[src/rtl/spram_arbiter.sv]
// spram_arbiter: shares one single-port data RAM between instruction fetch
// (requester 0) and load/store (requester 1). One access is issued per cycle,
// load/store wins ties unless fetch has waited STARVE_LIMIT cycles, and read
// responses (or error responses for illegal/misaligned accesses) come back
// exactly one cycle after the grant, sign-extended per the RISC-V funct3.
module spram_arbiter #(
    parameter int ADDR_WIDTH   = 16,
    parameter int DATA_WIDTH   = 32,
    parameter int STARVE_LIMIT = 4
) (
    input  logic                  clk,
    input  logic                  rst,

    input  logic                  m0_req,
    input  logic [31:0]           m0_addr,
    input  logic                  m0_we,
    input  logic [DATA_WIDTH-1:0] m0_wdata,
    input  logic [2:0]            m0_rwtyp,
    output logic                  m0_gnt,
    output logic                  m0_rvalid,
    output logic [DATA_WIDTH-1:0] m0_rdata,
    output logic                  m0_err,

    input  logic                  m1_req,
    input  logic [31:0]           m1_addr,
    input  logic                  m1_we,
    input  logic [DATA_WIDTH-1:0] m1_wdata,
    input  logic [2:0]            m1_rwtyp,
    output logic                  m1_gnt,
    output logic                  m1_rvalid,
    output logic [DATA_WIDTH-1:0] m1_rdata,
    output logic                  m1_err,

    output logic [ADDR_WIDTH-1:0] ram_address,
    output logic                  ram_rden,
    output logic                  ram_wren,
    output logic [DATA_WIDTH-1:0] ram_data,
    output logic [2:0]            ram_rwtyp,
    input  logic [DATA_WIDTH-1:0] ram_q
);

    localparam int CNT_W = $clog2(STARVE_LIMIT + 1);
    localparam logic [CNT_W-1:0] LIMIT = CNT_W'(STARVE_LIMIT);

    logic [CNT_W-1:0]      starve_cnt;
    logic                  grant0;
    logic                  grant1;
    logic                  any_gnt;
    logic [31:0]           sel_addr;
    logic                  sel_we;
    logic [DATA_WIDTH-1:0] sel_wdata;
    logic [2:0]            sel_typ;
    logic                  sel_ok;

    logic                  pend_valid;
    logic                  pend_id;
    logic [2:0]            pend_typ;
    logic                  pend_err;
    logic [DATA_WIDTH-1:0] resp_data;
    logic                  unused_addr;

    // Legal accesses: B/H/W for reads and writes, BU/HU for reads only,
    // with halfwords on even and words on 4-byte boundaries.
    function automatic logic access_ok(input logic [1:0] lsb, input logic we,
                                       input logic [2:0] typ);
        logic ok;
        ok = 1'b1;
        if (typ[1:0] == 2'b11) ok = 1'b0;
        if (typ[2:1] == 2'b11) ok = 1'b0;
        if (we && typ[2]) ok = 1'b0;
        if (typ[1:0] == 2'b01 && lsb[0]) ok = 1'b0;
        if (typ == 3'b010 && lsb != 2'b00) ok = 1'b0;
        return ok;
    endfunction

    // Fixed priority to load/store, overridden once fetch has starved; reset
    // blocks every grant so nothing reaches the RAM while rst is high.
    always_comb begin
        grant1 = 1'b0;
        grant0 = 1'b0;
        if (!rst) begin
            grant1 = m1_req && !(m0_req && starve_cnt == LIMIT);
            grant0 = m0_req && !grant1;
        end
    end

    assign m0_gnt  = grant0;
    assign m1_gnt  = grant1;
    assign any_gnt = grant0 | grant1;

    // Route the winning requester's access fields toward the RAM.
    always_comb begin
        sel_addr  = m0_addr;
        sel_we    = m0_we;
        sel_wdata = m0_wdata;
        sel_typ   = m0_rwtyp;
        if (grant1) begin
            sel_addr  = m1_addr;
            sel_we    = m1_we;
            sel_wdata = m1_wdata;
            sel_typ   = m1_rwtyp;
        end
    end

    assign sel_ok = access_ok(sel_addr[1:0], sel_we, sel_typ);

    // Drive the RAM only on a grant; strobes are suppressed for bad accesses.
    always_comb begin
        ram_address = '0;
        ram_data    = '0;
        ram_rwtyp   = '0;
        ram_rden    = 1'b0;
        ram_wren    = 1'b0;
        if (any_gnt) begin
            ram_address = sel_addr[ADDR_WIDTH+1:2];
            ram_data    = sel_wdata;
            ram_rwtyp   = sel_typ;
            ram_rden    = sel_ok && !sel_we;
            ram_wren    = sel_ok && sel_we;
        end
    end

    // Upper address bits wrap within the RAM and are intentionally dropped.
    assign unused_addr = ^sel_addr[31:ADDR_WIDTH+2];

    // Count how long fetch has waited behind load/store, saturating at the limit.
    always_ff @(posedge clk or posedge rst) begin
        if (rst) begin
            starve_cnt <= '0;
        end else if (m0_req && grant1) begin
            if (starve_cnt != LIMIT) starve_cnt <= starve_cnt + CNT_W'(1);
        end else begin
            starve_cnt <= '0;
        end
    end

    // Remember who is owed a response next cycle; legal writes owe nothing.
    always_ff @(posedge clk or posedge rst) begin
        if (rst) begin
            pend_valid <= 1'b0;
            pend_id    <= 1'b0;
            pend_typ   <= 3'b000;
            pend_err   <= 1'b0;
        end else begin
            pend_valid <= any_gnt && (!sel_ok || !sel_we);
            pend_id    <= grant1;
            pend_typ   <= sel_typ;
            pend_err   <= !sel_ok;
        end
    end

    // Shape the RAM word per the latched access type; errors return zero.
    always_comb begin
        resp_data = ram_q;
        case (pend_typ)
            3'b000:  resp_data = {{24{ram_q[7]}}, ram_q[7:0]};
            3'b001:  resp_data = {{16{ram_q[15]}}, ram_q[15:0]};
            default: resp_data = ram_q;
        endcase
        if (pend_err) resp_data = '0;
    end

    assign m0_rvalid = pend_valid && !pend_id;
    assign m1_rvalid = pend_valid && pend_id;
    assign m0_err    = m0_rvalid && pend_err;
    assign m1_err    = m1_rvalid && pend_err;
    assign m0_rdata  = m0_rvalid ? resp_data : '0;
    assign m1_rdata  = m1_rvalid ? resp_data : '0;

endmodule

[config.mk]
export PLATFORM = sky130hd
export DESIGN_NAME = spram_arbiter
export DESIGN_NICKNAME = d
export VERILOG_FILES = /design/src/rtl/spram_arbiter.sv
export SDC_FILE = /design/constraint.sdc
export NUM_CORES = 1
export LEC_CHECK = 0
export ABC_AREA = 1
export CAP_MARGIN = 20
export CORE_AREA = 2 2 116 118
export DETAILED_ROUTE_END_ITERATION = 8
export DIE_AREA = 0 0 118 120
export GPL_TIMING_DRIVEN = 0
export PLACE_DENSITY_LB_ADDON = 0.2
export SLEW_MARGIN = 20
export SYNTH_ARGS = -nofsm -noshare
export SYNTH_HDL_FRONTEND = slang
export SYNTH_SLANG_ARGS = --single-unit
[constraint.sdc]
create_clock -name clk -period 2.3 [get_ports clk]
set_clock_uncertainty 0.05 [all_clocks]
set_input_delay 0.46 -clock clk [delete_from_list [all_inputs] [get_ports clk]]
set_output_delay 0.46 -clock clk [all_outputs]
set_load 0.02 [all_outputs]
==> results.txt, run 1 <==
Status - complete, but fails checks
Failing checks - negative setup slack
Distinct cell type count after synthesis - 23
Final worst-path setup slack - -74.5 ps
Period utilization - 103%
Crit start category - flop
Mapped Area - 1580 sq um
Worst Path Max Fanout - 8
Slew margin rel. - 68.2%
CP Cell Sequence - inv_2 -> ha_4 -> nand3_4 -> nand3_4 -> buf_12 -> o21ai_4 -> nand2_1 -> nand2_2 -> nand3_2 -> nor2_2 -> buf_4
Worst-path clk slew - 40 ps
Starting Density - 12.1%
Commonest non-fill, non-tap cell in the layout - clkdlybuf4s50_1
Post-DR wirelength/cell - 14.9 um
First-pass GRT wire length - 15400 um
Critical R2R Launch - starve_cnt[1]
Worst setup path class - flop to primary output
Row Count - 42
RSZ-0062 raised after global routing - yes
Final Hold Fails - 0
Final WL - 10900 um
Seq/Total Area, Yosys - 14.3%
Via-per-instance ratio - 4.17
Share of the synthesized area in the top cell type - 26.7%
Initial antenna violation count - 2
Post-Synthesis Cells - 259
Final min period - 2370 ps
Inserted Clock Buffers - 3
Area contributors post-synth - a22o_1, nor2_1, dfrtp_1
Grt ovf - 0
Clock Tree Buf Depth - 2
Dpl hpwl - 9370 um
F_max - 421 MHz
Die footprint - 14200 sq um
Core area - 13000 sq um
Crit path DAT - 1860 ps
Kind of cell adding the most delay to the critical path - simple AND/OR/NAND/NOR gates
Final Max Slew Viols - 0
Synthesized Nets - 433
R2R depth - 11
Syn Area/Cell - 6.08 sq um
R2R setup slack - 640 ps
Vias in the first global route - 3007
Setup TNS - -215 ps
Worst VDD drop - 0.000160 V
Setup WS pre-CTS - -891 ps
Vias - 3053
FF-to-FF End - pend_valid
Final net count - 730
Die width - 118 um
PortBufs - 265
Clk Latency, worst-skew pair - 240 ps
Final ANT Viol Nets - 0
CTS tree - yes
Placer Congestion - 0.892
Req. time, crit path - 1790 ps
Final setup viols - 10
Yosys top cell by area - a22o_1
Die height - 120 um
Slowest-stage cell, CP - dfrtp_1
Drt drc - 0
Pin count of the biggest net entering global routing - 15
CTS Sinks - 9
Buf/Inv on CP - 3
Register bit total from synthesis - 9
Worst Tran Pin Value - 478 ps
First drt pass iteration count - 4
Starting DRT DRC Count - 91
Layout cells sized above 1 - 31.7%
Synthesis-to-finish area growth - 216%
Yosys warnings - 0
Power Dens Cells - 287 nW/um^2
CP Capture Type - primary output
Crit path largest cell delay - 360 ps
Worst Hold Class - primary input to async pin
Ports - 295
Most frequent cells in the layout - clkdlybuf4s50_1, nor2_1, buf_6, a22o_1, buf_4
Max Cap Viol - 0
Htree depth - 1
Gr usage total - 13.8%
Most used cell along the critical path - nand3_4
Leak - 2.41 nW
CTS root buf - clkbuf_16
worst min-delay path, delay by kind of cell:
family | cells | cell delay (ps)
buffers and inverters | 3 | 540
sequential cells by signal, summed over array words and instances (netlist names):
| name | cells |
|---|---|
| pend_err | 1 |
| starve_cnt | 3 |
| pend_id | 1 |
| pend_typ | 3 |
| pend_valid | 1 |
metal layers:
layer	global-route usage [%]	wire length, um	up-vias	share of wire, %
met5	0	0	-	0
met4	4.97	284	0	2.6
met3	5.09	1200	16	11
met2	29.3	6080	208	56
met1	11.1	3320	1350	31
li1	-	-	1479	-
Yosys cell counts (all sizes together):
library cell / instances
nor2: 65
buf: 12
dfrtp: 9
a22o: 48
o21ai: 28
nand2: 26
nand3: 5
nand4: 5
xnor2: 1
a21oi: 1
clkbuf: 8
inv: 35
nor3: 14
ha: 2
power breakdown:
group	total, mW	leakage (nW)	switching (mW)	internal [mW]
Clock	0.308	0.0382	0.0760	0.232
Combinational	0.946	2.26	0.434	0.512
Sequential	0.178	0.111	0.00813	0.170
Total	1.43	2.41	0.518	0.913
worst max path at each step:
stage / from / endpoint / slack, ps / cells past startpoint
final: starve_cnt[1] / ram_wren / -70 / 11
after CTS: starve_cnt[0] / ram_wren / -70 / 11
after detailed placement: m0_req / ram_address[4] / -890 / 9
after floorplan: starve_cnt[0] / ram_wren / 240 / 9
after global placement: m0_req / ram_address[4] / -840 / 9
after global routing: starve_cnt[1] / ram_wren / -170 / 11
cell families (layout without fill, tap and decap cells):
logic type / after synthesis / in the layout / share of synthesized area [%]
compound gates: 77 / 77 / 36.6
xor+xnor: 1 / 1 / 0.556
fa+ha+maj: 2 / 2 / 1.59
buf+inv: 55 / 351 / 14.7
flops: 9 / 9 / 14.3
other cells: 0 / 1 / 0
simple gates: 115 / 115 / 32.2
timing repair:
item | in CTS | in global routing
cloned | 1 | 2
resized for setup | 448 | 145
setup buffers | 17 | 8
endpoints found under the setup margin | 118 | 93
pin swaps | 8 | 16
hold buffers | 0 | 0
layout make-up:
| type | count | area, sq um |
|---|---|---|
| Antenna cell | 1 | 2.50 |
| Buffer | 19 | 179 |
| Clock buffer | 4 | 78.8 |
| Fill cell | 1381 | 8000 |
| Inverter | 35 | 146 |
| Multi-Input combinational cell | 195 | 1250 |
| Sequential cell | 9 | 226 |
| Tap cell | 176 | 220 |
| Timing Repair Buffer | 293 | 2870 |
through the flow:
stage / area, sq um / cells / hold WS, ps / power, mW / utilization [%]
after floorplan: 1580 / 259 / 228 / 0.517 / -
after global placement: 4450 / 700 / 393 / 1.01 / 34.3
after detailed placement: 4450 / 700 / 409 / 1.02 / 34.3
after CTS: 4500 / 722 / 379 / 1.33 / 34.7
after global routing: 4980 / 731 / 396 / 1.50 / 38.3
final: 4980 / 732 / 371 / 1.43 / 38.4
Power figures use the tool's default switching activity.
==> run 2: changes to the inputs <==
- CTS_CLUSTER_DIAMETER: not set -> 150
- GPL_TIMING_DRIVEN: 0 -> not set
- SETUP_SLACK_MARGIN: not set -> 0.3
==> run 2 against run 1 <==
Compared with the run above:
- setup slack gained 4.3 ps
- the run still ends with negative setup slack left
- sequential cell count is the same
- critical path depth is the same
- largest power group unchanged
- highest routed layer unchanged
==> results.txt, run 2 (synthesis gave the netlist of run 1 again) <==
Status - complete, but fails checks (unchanged)
Failing checks - negative setup slack (unchanged)
CTS root buf - clkbuf_16 (unchanged)
Finished Cell Area - 5710 sq um (was 4980 sq um)
Final net count - 763 (was 730)
Ports - 295 (unchanged)
Worst Path Max Fanout - 13 (was 8)
Final min period - 2370 ps (about the same)
Period utilization - 103% (about the same)
First-pass GRT wire length - 17100 um (was 15400 um)
Final WL - 12100 um (was 10900 um)
CTS tree - yes (unchanged)
Final setup viols - 47 (was 10)
WL met3 - 1190 um (was 1200 um)
Top sig layer - met4 (unchanged)
Die width - 118 um (unchanged)
Hold_buf cts - 0 (unchanged)
Crit path largest cell delay - 380 ps (was 360 ps)
Fin Hold WS - 497 ps (was 371 ps)
Htree depth - 1 (unchanged)
Req. time, crit path - 1790 ps (about the same)
Most used cell along the critical path - buf_4 (was nand3_4)
Post-layout util - 44.0% (was 38.4%)
Via-per-instance ratio - 4.23 (was 4.17)
Synthesis-to-finish area growth - 262% (was 216%)
Worst Tran Pin Value - 322 ps (was 478 ps)
Largest regs - pend_typ: 3 flops, starve_cnt: 3 flops (unchanged)
Max Cap Viol - 0 (unchanged)
Worst-path clk slew - 40 ps (about the same)
Initial antenna violation count - 0 (was 2)
Grt ovf - 0 (unchanged)
Die height - 120 um (unchanged)
# diodes - 0 (was 1)
First drt pass iteration count - 4 (unchanged)
# fillers - 1264 (was 1381)
PortBufs - 266 (was 265)
F_max - 422 MHz (was 421 MHz)
Slew margin rel. - 78.5% (was 68.2%)
Row Count - 42 (unchanged)
CP Cell Sequence - inv_2 -> ha_4 -> nand3_4 -> buf_4 -> nand2_1 -> nand2_2 -> inv_4 -> buf_12 -> buf_4 -> a22o_1 -> buf_6 (was inv_2 -> ha_4 -> nand3_4 -> nand3_4 -> buf_12 -> o21ai_4 -> nand2_1 -> nand2_2 -> nand3_2 -> nor2_2 -> buf_4)
Crit path DAT - 1860 ps (about the same)
CTS Sinks - 9 (unchanged)
Clock Tree Buf Depth - 2 (unchanged)
Placer Congestion - 0.820 (was 0.892)
Starting DRT DRC Count - 102 (was 91)
Die footprint - 14200 sq um (unchanged)
Final worst-path setup slack - -70.2 ps (was -74.5 ps)
Core area - 13000 sq um (unchanged)
M1 wire length - 3940 um (was 3320 um)
Met2 WL - 6740 um (was 6080 um)
Power Dens Cells - 297 nW/um^2 (was 287 nW/um^2)
Worst Hold Class - primary input to async pin (unchanged)
Gr usage total - 15.2% (was 13.8%)
Dpl hpwl - 9090 um (was 9370 um)
Pin count of the biggest net entering global routing - 34 (was 15)
Final ANT Viol Nets - 0 (unchanged)
Drt drc - 0 (unchanged)
Design Power - 1.69 mW (was 1.43 mW)
Layout cells sized above 1 - 46.1% (was 31.7%)
Starting Density - 12.1% (unchanged)
Vias in the first global route - 3324 (was 3007)
Inserted Clock Buffers - 3 (unchanged)
Worst VDD drop - 0.000185 V (was 0.000160 V)
Final Max Slew Viols - 0 (unchanged)
Clk Latency, worst-skew pair - 230 ps (was 240 ps)
Final Hold Fails - 0 (unchanged)
Leak - 2.56 nW (was 2.41 nW)
Placed instance area - 4660 sq um (was 4450 sq um)
Commonest non-fill, non-tap cell in the layout - clkdlybuf4s50_1 (unchanged)
Vias - 3234 (was 3053)
Crit start category - flop (unchanged)
Post-DR wirelength/cell - 15.8 um (was 14.9 um)
Worst setup path class - flop to primary output (unchanged)
CP Capture Type - primary output (unchanged)
RSZ-0062 raised after global routing - yes (unchanged)
Most frequent cells in the layout - clkdlybuf4s50_1, buf_6, buf_4, a22o_1, nor2_1 (was clkdlybuf4s50_1, nor2_1, buf_6, a22o_1, buf_4)
Slowest-stage cell, CP - dfrtp_1 (unchanged)
run 2: cell count changes in the layout (fill, tap and decap cells not counted), sizes merged, moves of 2 or more:
| cell | delta |
|---|---|
| buf | +67 |
| bufbuf | +2 |
| clkdlybuf4s15 | -12 |
| dlygate4sd2 | -18 |
| dlymetal6s2s | -6 |
run 2: metrics by stage:
stage / setup TNS [ps] / instances / setup WS, ps
after global placement: -47010 / 714 / -626
after global routing: -6100 / 764 / -165
after detailed placement: -48880 / 714 / -667
after CTS: -1890 / 752 / -106
after floorplan: 0 / 259 / 241
final: -2120 / 764 / -70.2
run 2: final cells by class:
| type | instances | area (sq um) | area share (%) |
|---|---|---|---|
| multi-input cells | 196 | 1510 | 26.5 |
| flip-flops and latches | 9 | 225 | 3.95 |
| well taps | 176 | 220 | 3.86 |
| repair inverters | 1 | 6.26 | 0.110 |
| repair buffers | 343 | 3510 | 61.6 |
| clock buffers | 4 | 78.8 | 1.38 |
| inverters | 35 | 149 | 2.61 |
run 2: where the power goes:
group | total (mW) | switching (mW) | internal [mW]
clock | 0.305 | 0.0739 | 0.231
combinational | 1.21 | 0.533 | 0.679
sequential | 0.176 | 0.00642 | 0.169
run 2: layer usage:
metal,global-route usage (%),vias up
li1,-,1546
met1,12.8,1486
met2,32.7,189
met3,5.28,13
met4,3.84,0
met5,0,-
run 2: final timing paths:
kind,cells past startpoint,slack (ps),endpoint,from
min,4,500,starve_cnt[0],rst
min in group clk,3,580,starve_cnt[0],starve_cnt[0]
max reg2reg,13,530,pend_valid,starve_cnt[1]
max in group asynchronous,4,1580,pend_valid,rst
min reg2reg,3,580,starve_cnt[0],starve_cnt[0]
max,11,-70,ram_data[18],starve_cnt[1]
run 2: worst max-delay path: cells and delay by family, from the launching register on:
kind,cells,cell delay (ps)
flops,1,380
buf+inv,6,730
compound gates,1,130
fa+ha+maj,1,140
simple gates,3,250
run 2: what timing repair did:
action / 4_1_cts / 5_1_grt
pin swaps: 13 / 22
endpoints found under the setup margin: 122 / 118
resized for setup: 671 / 111
gates cloned: 8 / 1
buffers inserted: 26 / 11
==> run 3: changes to the inputs <==
- ABC_AREA: 1 -> 0
- CELL_PAD_IN_SITES_DETAIL_PLACEMENT: not set -> 0
- CELL_PAD_IN_SITES_GLOBAL_PLACEMENT: not set -> 1
- CORE_AREA: 2 2 116 118 -> not set
- CORE_ASPECT_RATIO: not set -> 0.75
- CORE_UTILIZATION: not set -> 10
- DIE_AREA: 0 0 118 120 -> not set
==> run 3 against run 2 <==
Compared with the run above:
- the run still ends with negative setup slack left
- synthesized cell count down 9.3%
- global-route usage down 2.1 points
- largest cell class unchanged
- sequential power about the same
- cell count down 0.39%
- non-clock buffer count down 3
- register-to-register slack worse by 20 ps
==> results.txt, run 3 <==
Status - complete, but fails checks (unchanged)
Failing checks - negative setup slack (unchanged)
# fillers - 1444 (was 1264)
CP Capture Type - primary output (unchanged)
Die footprint - 15700 sq um (was 14200 sq um)
Worst-path clk slew - 40 ps (about the same)
Distinct cell type count after synthesis - 33 (was 23)
Ports - 295 (unchanged)
Yosys warnings - 0 (unchanged)
# diodes - 0 (unchanged)
Met2 WL - 6620 um (was 6740 um)
Register bit total from synthesis - 9 (unchanged)
Max Cap Viol - 0 (unchanged)
Worst setup path class - flop to primary output (unchanged)
Dominant synthesized flop cell - dfrtp_1 (unchanged)
F_max - 400 MHz (was 422 MHz)
Combinational power share - 69.3% (was 71.6%)
Final min period - 2500 ps (was 2370 ps)
Placer Congestion - 0.746 (was 0.820)
Row Count - 38 (was 42)
Starting DRT DRC Count - 68 (was 102)
CTS tree - yes (unchanged)
Area contributors post-synth - a22o_1, nor2_1, dfrtp_1 (unchanged)
Die height - 109 um (was 120 um)
Htree depth - 1 (unchanged)
Top-count cell post-synth - nor2_1 (unchanged)
Req. time, crit path - 1790 ps (about the same)
Inst Count DP - 720 (was 714)
Pin count of the biggest net entering global routing - 25 (was 34)
WL met3 - 1180 um (was 1190 um)
Clk Latency, worst-skew pair - 240 ps (was 230 ps)
Starting Density - 10.4% (was 12.1%)
RSZ-0062 raised after global routing - yes (unchanged)
Core area - 14700 sq um (was 13000 sq um)
Internal cell power - 1.02 mW (was 1.08 mW)
Largest regs - pend_typ: 3 flops, starve_cnt: 3 flops (unchanged)
Synthesized Nets - 409 (was 433)
Post-Layout Cell Count - 761 (was 764)
Final setup viols - 37 (was 47)
PortBufs - 266 (unchanged)
Setup WS pre-CTS - -869 ps (was -667 ps)
Worst Path Max Fanout - 3 (was 13)
Inserted Clock Buffers - 3 (unchanged)
FFs w/ async S/R, synth - 100% (unchanged)
Post-DR wirelength/cell - 15.8 um (about the same)
Clock power share - 19.6% (was 18.0%)
Mapped Area - 1520 sq um (was 1580 sq um)
Grt ovf - 0 (unchanged)
Worst Hold Class - primary input to async pin (unchanged)
Initial antenna violation count - 0 (unchanged)
Part of the power in registers - 11.1% (was 10.4%)
Vias in the first global route - 2929 (was 3324)
Syn Area/Cell - 6.48 sq um (was 6.08 sq um)
Layout cells sized above 1 - 49.7% (was 46.1%)
Fin Hold WS - 415 ps (was 497 ps)
Post-layout util - 41.0% (was 44.0%)
Vias - 3042 (was 3234)
Commonest cells in the netlist - nor2_1, a22o_1, nand2_1 (was nor2_1, a22o_1, inv_1)
Final Max Slew Viols - 0 (unchanged)
Crit start category - flop (unchanged)
Final WL - 12000 um (was 12100 um)
Number of synthesized flops with an enable pin - 0 (unchanged)
Share of the synthesized area in the top cell type - 27.6% (was 26.7%)
Design Power - 1.56 mW (was 1.69 mW)
First-pass GRT wire length - 15700 um (was 17100 um)
R2R depth - 9 (was 13)
Sw frac - 34.4% (was 36.2%)
M1 wire length - 4130 um (was 3940 um)
Final net count - 736 (was 763)
Final Hold Fails - 0 (unchanged)
Drt drc - 0 (unchanged)
Yosys top cell by area - a22o_1 (unchanged)
Power Dens Cells - 258 nW/um^2 (was 297 nW/um^2)
Switch Pwr - 535 uW (was 613 uW)
Top sig layer - met4 (unchanged)
Period utilization - 109% (was 103%)
Final ANT Viol Nets - 0 (unchanged)
Commonest non-fill, non-tap cell in the layout - clkdlybuf4s50_1 (unchanged)
Synthesis-to-finish area growth - 296% (was 262%)
Die width - 145 um (was 118 um)
Dpl hpwl - 8960 um (was 9090 um)
CTS Sinks - 9 (unchanged)
First drt pass iteration count - 4 (unchanged)
Clock Tree Buf Depth - 2 (unchanged)
Gr usage total - 13.1% (was 15.2%)
Most frequent cells in the layout - clkdlybuf4s50_1, buf_6, buf_4, nor2_1, nor2_4 (was clkdlybuf4s50_1, buf_6, buf_4, a22o_1, nor2_1)
Worst VDD drop - 0.000221 V (was 0.000185 V)
Seq/Total Area, Yosys - 14.8% (was 14.3%)
Leak - 2.92 nW (was 2.56 nW)
Crit path DAT - 1990 ps (was 1860 ps)
Slew margin rel. - 70.8% (was 78.5%)
Post-Synthesis Cells - 235 (was 259)
Final worst-path setup slack - -202 ps (was -70.2 ps)
Worst Tran Pin Value - 436 ps (was 322 ps)
Hold_buf cts - 0 (unchanged)
CTS root buf - clkbuf_16 (unchanged)
Via-per-instance ratio - 4.00 (was 4.23)
-- run 3: cell count changes after synthesis, sizes merged, moves of 4 or more --
cell,previous run,this run
a21oi,1,11
nand2,26,16
o21ai,28,5
nand4,5,0
nor2b,0,4
nor3,14,3
inv,35,7
nor2,65,90
-- run 3: timing repair --
action                                  CTS  global route
cloned                                    5             4
pin swaps                                16            58
resized for setup                       538           217
buffers inserted                         16            12
endpoints found under the setup margin  123           122
-- run 3: critical path, stage by stage (launching register included) --
cell	delay, ps
dfrtp_1	380
inv_2	70
ha_4	140
nand3_2	50
and2_4	150
buf_6	110
buf_6	100
or4_4	530
o21ai_4	80
buf_6	140
-- run 3: cell type report --
type,instances,area (sq um),share of cell area [%]
sequential,9,225,3.74
clock buffer,4,78.8,1.31
tap,200,250,4.15
timing repair buffer,340,3630,60.3
multi-input combinational,200,1810,30.0
inverter,8,33.8,0.560
-- run 3: per-layer routing --
| layer | vias up | global-route usage (%) |
|---|---|---|
| met2 | 162 | 26.4 |
| met5 | - | 0 |
| met4 | 0 | 1.95 |
| met1 | 1395 | 12.9 |
| li1 | 1479 | - |
| met3 | 6 | 4.52 |
-- run 3: through the flow --
step	setup TNS, ps	area [sq um]
3_5_place_dp	-62980	4890
6_report	-1970	6030
3_3_place_gp	-59830	4890
5_1_grt	-5530	6030
4_1_cts	-1600	5180
2_1_floorplan	0	1790
-- run 3: worst paths after layout --
| kind | from | endpoint | slack (ps) |
|---|---|---|---|
| min in group clk | starve_cnt[0] | starve_cnt[0] | 500 |
| worst max register to register | starve_cnt[1] | pend_typ[0] | 510 |
| worst min-delay path | rst | starve_cnt[2] | 420 |
| max in group asynchronous | rst | pend_typ[1] | 1640 |
| worst max-delay path | starve_cnt[1] | ram_rden | -200 |
| worst min register to register | starve_cnt[0] | starve_cnt[0] | 500 |
-- run 3: power groups by stage --
stage | registers [mW] | logic [mW] | clock network [mW]
floorplan | 0.174 | 0.354 | 0
global placement | 0.174 | 0.879 | 0
detailed placement | 0.174 | 0.881 | 0
CTS | 0.173 | 0.940 | 0.321
global route | 0.174 | 1.14 | 0.331
finish | 0.173 | 1.08 | 0.306
-- run 3: kinds of logic (layout without fill, tap and decap cells) --
kind of cell    after synthesis  count (layout)  synth area share (%)
compound gates               67              67                  34.6
flops                         9               9                  14.8
simple gates                127             127                  35.9
buf+inv                      26             352                  10.3
fa+ha+maj                     2               2                  1.64
mux                           4               4                  2.87
